<file path="src/rtl/alu_op_sequencer.sv">
// Single-issue sequencer in front of the shared 32-bit ALU: latches a request,
// holds the ALU inputs for an opcode-dependent settling time, then registers the result.
module alu_op_sequencer #(
  parameter int FAST_CYCLES = 1,
  parameter int MUL_CYCLES  = 4,
  parameter int DIV_CYCLES  = 8,
  parameter int CNT_W       = 16
) (
  input  logic             clk,
  input  logic             clr,
  input  logic             req_valid,
  output logic             req_ready,
  input  logic [31:0]      req_a,
  input  logic [31:0]      req_b,
  input  logic [4:0]       req_op,
  output logic [31:0]      alu_a,
  output logic [31:0]      alu_b,
  output logic [4:0]       alu_sel,
  input  logic [63:0]      alu_result,
  output logic             rsp_valid,
  input  logic             rsp_ready,
  output logic [31:0]      rsp_hi,
  output logic [31:0]      rsp_lo,
  output logic             rsp_err,
  output logic             busy,
  output logic [CNT_W-1:0] op_count
);

  // state | meaning
  // IDLE  | ready for a request, ALU inputs hold the last operation
  // EXEC  | ALU inputs held while the result settles, timer counts down
  // RESP  | result presented until the consumer takes it
  typedef enum logic [1:0] {IDLE, EXEC, RESP} state_t;

  localparam int TMR_W = 16;

  state_t             state_q;
  logic [TMR_W-1:0]   tmr_q;
  logic [TMR_W-1:0]   tmr_load_d;
  logic               op_legal_d;
  logic               req_ready_q;
  logic               rsp_valid_q;
  logic               rsp_err_q;
  logic [31:0]        rsp_hi_q;
  logic [31:0]        rsp_lo_q;
  logic [31:0]        alu_a_q;
  logic [31:0]        alu_b_q;
  logic [4:0]         alu_sel_q;
  logic               busy_q;
  logic [CNT_W-1:0]   op_count_q;

  always_comb begin
    op_legal_d = (req_op <= 5'd13);
    case (req_op)
      5'd2:    tmr_load_d = TMR_W'(MUL_CYCLES - 1);
      5'd3:    tmr_load_d = TMR_W'(DIV_CYCLES - 1);
      default: tmr_load_d = TMR_W'(FAST_CYCLES - 1);
    endcase
  end

  always_ff @(posedge clk) begin
    if (!clr) begin
      state_q     <= IDLE;
      tmr_q       <= '0;
      req_ready_q <= 1'b1;
      rsp_valid_q <= 1'b0;
      rsp_err_q   <= 1'b0;
      rsp_hi_q    <= '0;
      rsp_lo_q    <= '0;
      alu_a_q     <= '0;
      alu_b_q     <= '0;
      alu_sel_q   <= '0;
      busy_q      <= 1'b0;
      op_count_q  <= '0;
    end else begin
      case (state_q)
        IDLE: begin
          if (req_valid) begin
            alu_a_q     <= req_a;
            alu_b_q     <= req_b;
            alu_sel_q   <= req_op;
            req_ready_q <= 1'b0;
            busy_q      <= 1'b1;
            if (op_legal_d) begin
              tmr_q   <= tmr_load_d;
              state_q <= EXEC;
            end else begin
              // illegal opcodes bypass the ALU entirely
              rsp_hi_q    <= '0;
              rsp_lo_q    <= '0;
              rsp_err_q   <= 1'b1;
              rsp_valid_q <= 1'b1;
              state_q     <= RESP;
            end
          end
        end
        EXEC: begin
          if (tmr_q == '0) begin
            rsp_hi_q    <= alu_result[63:32];
            rsp_lo_q    <= alu_result[31:0];
            rsp_err_q   <= 1'b0;
            rsp_valid_q <= 1'b1;
            state_q     <= RESP;
          end else begin
            tmr_q <= tmr_q - TMR_W'(1);
          end
        end
        RESP: begin
          if (rsp_ready) begin
            rsp_valid_q <= 1'b0;
            op_count_q  <= op_count_q + CNT_W'(1);
            req_ready_q <= 1'b1;
            busy_q      <= 1'b0;
            state_q     <= IDLE;
          end
        end
        default: begin
          state_q     <= IDLE;
          req_ready_q <= 1'b1;
          rsp_valid_q <= 1'b0;
          busy_q      <= 1'b0;
        end
      endcase
    end
  end

  assign req_ready = req_ready_q;
  assign rsp_valid = rsp_valid_q;
  assign rsp_err   = rsp_err_q;
  assign rsp_hi    = rsp_hi_q;
  assign rsp_lo    = rsp_lo_q;
  assign alu_a     = alu_a_q;
  assign alu_b     = alu_b_q;
  assign alu_sel   = alu_sel_q;
  assign busy      = busy_q;
  assign op_count  = op_count_q;

endmodule

</file>
<file path="config.mk">
export PLATFORM = sky130hd
export DESIGN_NAME = alu_op_sequencer
export DESIGN_NICKNAME = d
export VERILOG_FILES = /design/src/rtl/alu_op_sequencer.sv
export SDC_FILE = /design/constraint.sdc
export NUM_CORES = 1
export LEC_CHECK = 0
export CAP_MARGIN = 5
export CORE_MARGIN = 4
export CORE_UTILIZATION = 40
export CTS_CLUSTER_DIAMETER = 50
export DETAILED_ROUTE_END_ITERATION = 7
export PLACE_DENSITY_LB_ADDON = 0.1
export SLEW_MARGIN = 20
export SYNTH_ARGS = -nofsm -noshare
export SYNTH_HDL_FRONTEND = slang
export SYNTH_SLANG_ARGS = --single-unit
</file>
<file path="constraint.sdc">
create_clock -name clk -period 3.3 [get_ports clk]
set_clock_uncertainty 0.15 [all_clocks]
set_input_delay 0.495 -clock clk [delete_from_list [all_inputs] [get_ports clk]]
set_output_delay 0.495 -clock clk [all_outputs]
set_load 0.01 [all_outputs]
</file>
==> metrics.txt, run 1 <==
status finished clean; total CTS buffers 17; main combinational cell family by area after synthesis compound AO/OA/AOI/OAI gates; post-CTS sizing 0; WP data arrival 2760 ps; Initial Util 0.405; Synth Area in XOR/XNOR 0.0113; pwr dens 546 nW/um2; Die Ht around 140 um; critical path start-end classification reg -> reg; ANT cells 0; post-route minimum period 2550 ps; pin count of the biggest net entering global routing 73; most frequent cells in the layout 289 x clkdlybuf4s50_1, 171 x dfxtp_1, 162 x nand2_1, 148 x a21oi_1, 72 x nand3_1; routed via count approximately 7000; GR Layer Usage met1 0.278; CTS tree done; Hold Crit Depth 2; PnR worst setup slack approximately 750 ps; # placed instances between 1000 and 1500; worst-path maximum fanout between 40 and 50; syn_area_per_cell between 8 and 9 um2; placer's final routability congestion estimate 0.812; maxcap violations 0; vias per cell between 5 and 6; share of layout cells above drive strength 1 0.0618; final core occ 0.618; core area 17200 um2; most common cell after layout, fill and taps aside clkdlybuf4s50_1; FFs w/ async S/R, synth 0; DP HPWL between 15 and 20 mm; final hold violations 0; layout net count approximately 1200; Die Span X between 100 and 150 um; grt met2 use 0.353; H-tree depth 4; Least-Margin Pin Slew between 700 and 800 ps; hold buffer count at CTS 0; mux cell area share after synthesis 0.0186; total wire length approximately 22 mm; vias in the first global route between 6000 and 7000; Routed WL per cell around 17 um; post-route ant nets 0; final setup fails 0; leakage about 0.0037 uW; clock sink count 171; Max VDD drop 354 uV; startpoint types flip-flop; DRT Pass-1 Iters 4; clock-pin slew on the worst setup and hold paths 70 ps; Seq/Total Area, Yosys 0.490; max-slew violation count 0; post-synthesis simple-gate area fraction 0.207; CP required roughly 3500 ps; M3 GR Usage 0.0874; initial antenna violation count 0; global routing's busiest layer met2; RSZ-0062 raised after global routing false; number of I/O port buffers a little under 300; # rows between 40 and 50; Setup TNS Final 0 ps; Syn Inst Count between 800 and 900; GRT Util Overall 0.224; worst min path class reg -> reg; synthesis warning total 0; top_reg_cell synth dfxtp_1; Slew HR 0.511; DRC violations left 0; GRT Residual Overflow 0; EDFF count, synth 0; first-pass GRT wire length ~36 mm; die area about 20000 um2; 1st-iter DRT viols approximately 320; Synth Area in Compound Gates 0.214; worst reg2reg path depth 7; Synth Area in Adders 0.00358; Setup Buffers After CTS 0; Yosys cell types 50; CP Capture Type flip-flop; FMAX just under 400 MHz; synthesized cell area roughly 7000 um2; period utilization 0.774; Mapped Nets 980; DP Worst Slack 618 ps; CTS root buffer clkbuf_16; clk buf depth 2; Yosys reg bits between 150 and 200; Area Overhead vs Synth 52.4%; Clk Latency, worst-skew pair ~420 ps; Ports a little under 300; post-route insts no fill ~1300
==> logic make-up (layout without fill, tap and decap cells) <==
group	after synthesis	in the layout
AO/OA/AOI/OAI	248	248
XOR/XNOR	9	9
adder cells (fa/ha/maj)	2	2
buffers and inverters	89	349
flip-flops	171	171
multiplexers	13	13
AND/OR/NAND/NOR	309	309
==> stage by stage <==
| stage | power (uW) | instance area, um2 | hold slack [ps] |
|---|---|---|---|
| 2_1_floorplan | 3140 | 6990 | 307 |
| 3_3_place_gp | 3770 | 10000 | 291 |
| 3_5_place_dp | 3780 | 10000 | 296 |
| 4_1_cts | 5890 | 10700 | 304 |
| 5_1_grt | 6110 | 10700 | 323 |
| 6_report | 5820 | 10700 | 301 |
==> layer usage <==
metal	routed length, um	part of all wire	vias up
met5	0	0	-
met4	534	0.024	0
met3	2310	0.10	30
met2	10200	0.45	254
met1	9390	0.42	3275
li1	-	-	3465
==> final cells by class <==
type	count	area, um2
Timing Repair Buffer	304	3070
Inverter	13	51.3
Multi-Input combinational cell	581	3200
Clock inverter	10	130
Fill cell	1555	6580
Tap cell	225	282
Clock buffer	22	494
Sequential cell	171	3420
==> flip-flops by register name (all words and copies together) (netlist names) <==
signal	cells
req_ready	1
rsp_valid	1
tmr_q	16
state_q	2
rsp_hi	32
alu_sel	5
op_count	16
alu_b	32
busy	1
rsp_lo	32
alu_a	32
rsp_err	1
==> cells in the mapped netlist, types with 8 or more instances <==
library cell,number,share of area
a211oi_1,9,0.0097
a21oi_1,148,0.11
buf_2,22,0.016
clkbuf_1,44,0.024
dfxtp_1,171,0.49
inv_1,13,0.0070
mux2i_1,13,0.019
nand2_1,163,0.088
nand2b_1,8,0.0072
nand3_1,75,0.054
nor2_1,18,0.0097
o211ai_1,64,0.069
==> worst max-delay path, stage by stage, from the launching register on <==
cell,delay [ps]
dfxtp_1,320
inv_1,90
ha_1,290
nor2b_1,310
and3_2,700
buf_12,300
nand3_1,150
a21oi_1,130
==> worst paths after layout <==
kind | start | to | slack, ps
max | tmr_q[0] | rsp_lo[9] | 750
min | alu_a[11] | alu_a[11] | 300
max reg2reg | tmr_q[0] | rsp_lo[9] | 750
min reg2reg | alu_a[11] | alu_a[11] | 300
==> power breakdown <==
| group | switching, uW | internal [uW] |
|---|---|---|
| Clock | 861 | 1230 |
| Sequential | 92.1 | 2200 |
| Combinational | 854 | 580 |
| Total | 1810 | 4010 |
Power figures use the tool's default switching activity.
==> run 2: changes to the inputs <==
--- a/config.mk
+++ b/config.mk
@@ -7,7 +7,7 @@
 export LEC_CHECK = 0
 export CAP_MARGIN = 5
 export CORE_MARGIN = 4
-export CORE_UTILIZATION = 40
+export CORE_UTILIZATION = 39
 export CTS_CLUSTER_DIAMETER = 50
 export DETAILED_ROUTE_END_ITERATION = 7
 export PLACE_DENSITY_LB_ADDON = 0.1
==> constraint.sdc (replaced) <==
create_clock -name clk -period 2.1 [get_ports clk]
set_clock_uncertainty 0.15 [all_clocks]
set_input_delay 0.315 -clock clk [delete_from_list [all_inputs] [get_ports clk]]
set_output_delay 0.315 -clock clk [all_outputs]
set_load 0.01 [all_outputs]
==> metrics.txt, run 2 (synthesized netlist as in run 1, its figures left out) <==
status finished clean; layout net count ~1300; CP Capture Type flip-flop; number of I/O port buffers 289; first-pass GRT wire length approximately 35 mm; Least-Margin Pin Slew around 500 ps; Clk Latency, worst-skew pair between 400 and 500 ps; max-slew violation count 0; pwr dens approximately 840 nW/um2; Area Overhead vs Synth 57.3%; period utilization 0.932; Hold Crit Start req_a[5]; # rows 48; DP HPWL approximately 16 mm; DP Worst Slack -209 ps; post-CTS sizing 0; Worst Setup SP tmr_q[0]; fillcell total 1583; post-route minimum period about 2000 ps; most frequent cells in the layout 289 x clkdlybuf4s50_1, 171 x dfxtp_1, 162 x nand2_1, 148 x a21oi_1, 72 x nand3_1; GRT Util Overall 0.216; CTS tree done; Initial Util 0.401; final hold violations 0; CTS root buffer clkbuf_16; 1st-iter DRT viols roughly 350; CP required ~2300 ps; share of layout cells above drive strength 1 0.0955; pin count of the biggest net entering global routing 84; routed via count slightly above 7000; worst-path maximum fanout 28; clock sink count approximately 170; GRT Residual Overflow 0; leakage about 0.0039 uW; Ports between 200 and 300; die area 20100 um2; Die Span X between 100 and 150 um; WP data arrival around 2200 ps; maxcap violations 0; initial antenna violation count 0; critical path start-end classification reg -> reg; H-tree depth 4; PnR worst setup slack between 100 and 150 ps; worst min path class in -> reg; placer's final routability congestion estimate approximately 0.82; total CTS buffers 17; Die Ht ~140 um; final hold slack roughly 280 ps; startpoint types flip-flop; vias in the first global route 6739; Setup Buffers After CTS 0; DRT Pass-1 Iters 5; final setup fails 0; clock-pin slew on the worst setup and hold paths roughly 60 ps; Pwr Total approximately 9300 uW; Routed WL per cell 16.6 um; total wire length 22.7 mm; Max VDD drop between 700 and 800 uV; most common cell after layout, fill and taps aside clkdlybuf4s50_1; final core occ 0.631; post-route ant nets 0; ANT cells 0; hold buffer count at CTS 0; Slew HR 0.660; FMAX between 500 and 600 MHz; vias per cell ~5.2; DRC violations left 0; clk buf depth 2; core area between 15000 and 20000 um2; Crit Reg-Reg Startpoint tmr_q[0]
## run 2: per-stage QoR
step           TNS, ps  cell area (um2)  cells
3_5_place_dp     -1800            10400   1335
3_3_place_gp     -1150            10400   1335
5_1_grt          -29.5            11000   1366
6_report             0            11000   1366
4_1_cts              0            11000   1366
2_1_floorplan        0             6990    841
## run 2: cell type report
| cell class | instances | area [um2] | area share |
|---|---|---|---|
| Timing Repair Buffer | 345 | 3440 | 0.313 |
| Sequential cell | 171 | 3420 | 0.311 |
| Multi-Input combinational cell | 581 | 3230 | 0.293 |
| Clock buffer | 21 | 450 | 0.0410 |
| Tap cell | 225 | 282 | 0.0256 |
| Clock inverter | 10 | 120 | 0.0109 |
| Inverter | 13 | 51.3 | 0.00467 |
## run 2: worst paths after layout
path,to,slack [ps],cells past startpoint
max,tmr_q[11],140,7
min,alu_a[5],280,3
max reg2reg,tmr_q[11],140,7
min reg2reg,alu_b[18],300,2
## run 2: power breakdown
group	internal, uW	switching (uW)	leakage [uW]
Sequential	3460	136	0.00139
Combinational	1160	1420	0.00220
Clock	1780	1300	0.000273
## run 2: routing by layer
metal  part of all wire  GRT usage
met1               0.41      0.268
met2               0.46      0.341
met3               0.11     0.0900
met4              0.023     0.0737
met5                  0          0
## run 2: critical path: stages (launching register included)
cell,delay [ps]
dfxtp_1,370
inv_1,80
ha_1,230
nor2b_1,140
and3_2,270
buf_12,190
a211oi_2,260
mux2i_1,200
==> run 3: changes to the inputs <==
--- a/config.mk
+++ b/config.mk
@@ -5,11 +5,11 @@
 export SDC_FILE = /design/constraint.sdc
 export NUM_CORES = 1
 export LEC_CHECK = 0
-export CAP_MARGIN = 5
 export CORE_MARGIN = 4
 export CORE_UTILIZATION = 39
 export CTS_CLUSTER_DIAMETER = 50
 export DETAILED_ROUTE_END_ITERATION = 7
+export MAX_ROUTING_LAYER = met4
 export PLACE_DENSITY_LB_ADDON = 0.1
 export SLEW_MARGIN = 20
 export SYNTH_ARGS = -nofsm -noshare
==> metrics.txt, run 3 (synthesized netlist as in run 1, its figures left out) <==
Top delay family on crit path compound AO/OA/AOI/OAI gates; startpoint types flip-flop; DRT Pass-1 Iters 4; GRT Residual Overflow 0; Clk Latency, worst-skew pair approximately 420 ps; CTS root buffer clkbuf_16; CP peak stage delay 440 ps; clock sink count 171; layout net count ~1300; DP HPWL ~16 mm; period utilization 0.942; clk buf depth 2; total CTS buffers 17; share of layout cells above drive strength 1 0.0955; pwr dens around 840 nW/um2; final core occ 0.631; Die Span X about 140 um; WP data arrival between 2000 and 2500 ps; worst-path maximum fanout 5; Routed WL per cell 16.7 um; first-pass GRT wire length 35.3 mm; vias per cell 5.24; routed via count about 7200; final hold violations 0; Least-Margin Pin Slew around 530 ps; placer's final routability congestion estimate approximately 0.84; post-route ant nets 0; ANT cells 0; Pwr Total roughly 9300 uW; GRT Util Overall 0.223; Initial Util 0.401; max-slew violation count 0; post-route insts no fill about 1400; cells along the critical path inv_1 -> ha_1 -> nor2b_1 -> and3_2 -> a2111oi_1 -> o32ai_1; core area between 15000 and 20000 um2; final setup fails 0; initial antenna violation count 0; Setup Buffers After CTS 0; Die Ht between 100 and 150 um; 1st-iter DRT viols roughly 370; Slew HR 0.645; Max VDD drop slightly below 800 uV; leakage roughly 0.0039 uW; H-tree depth 4; DRC violations left 0; maxcap violations 0; pin count of the biggest net entering global routing 84; Buf/Inv on CP 1; clock-pin slew on the worst setup and hold paths approximately 70 ps; die area 20100 um2; # placed instances 1335; CP max-delay cell a2111oi_1; # rows between 40 and 50; Ports 290; most common cell after layout, fill and taps aside clkdlybuf4s50_1; CTS tree done; critical path start-end classification reg -> reg; status finished clean; CP Capture Type flip-flop; fillcell total roughly 1600; number of I/O port buffers a little under 300; total wire length roughly 23 mm; worst min path class in -> reg; most frequent cells in the layout 289 x clkdlybuf4s50_1, 171 x dfxtp_1, 162 x nand2_1, 148 x a21oi_1, 72 x nand3_1; CP required ~2200 ps; vias in the first global route 6744; FMAX approximately 510 MHz; post-route minimum period ~2000 ps; Area Overhead vs Synth 57.3%
-- run 3: final cells by class --
type | instances | area, um2 | area share
repair buffers | 345 | 3440 | 0.313
clock inverters | 10 | 120 | 0.0109
inverters | 13 | 51.3 | 0.00467
flip-flops and latches | 171 | 3420 | 0.311
multi-input cells | 581 | 3230 | 0.293
clock buffers | 21 | 450 | 0.0410
well taps | 225 | 282 | 0.0256
-- run 3: worst paths after layout --
path,from,to,slack [ps],cells after the start
worst min register to register,alu_b[18],alu_b[18],300,2
worst max-delay path,tmr_q[0],tmr_q[2],120,6
worst min-delay path,req_a[5],alu_a[5],280,3
worst max register to register,tmr_q[0],tmr_q[2],120,6
-- run 3: through the flow --
step	setup WS [ps]	hold slack [ps]	cell area, um2	setup TNS [ps]
after floorplan	203	241	6990	0
after global placement	-161	290	10400	-1150
after detailed placement	-209	296	10400	-1800
after CTS	76.1	268	11000	0
after global routing	-29.6	270	11000	-29.6
final	122	283	11000	0
-- run 3: metal layers --
| metal | track usage | vias up | share of wire |
|---|---|---|---|
| met1 | 0.281 | 3313 | 0.43 |
| met5 | - | - | 0 |
| li1 | - | 3543 | - |
| met2 | 0.340 | 261 | 0.46 |
| met4 | 0.0737 | 0 | 0.022 |
| met3 | 0.0731 | 36 | 0.089 |
-- run 3: worst reg2reg max path: stages, from the launching register on --
cell and delay (ps):
dfxtp_1 370, inv_1 80, ha_1 230, nor2b_1 140, and3_2 270, a2111oi_1 440
o32ai_1 160
-- run 3: repair_timing --
item / in CTS / in global routing
endpoints found under the setup margin: 0 / 15
hold buffers: 0 / 0
gates resized for setup: 0 / 7
-- run 3: power by group --
part           leakage, uW  switching [uW]  internal [uW]  total (uW)
Combinational      0.00220            1430           1160        2590
Clock             0.000273            1310           1780        3090
Sequential         0.00139             136           3460        3590
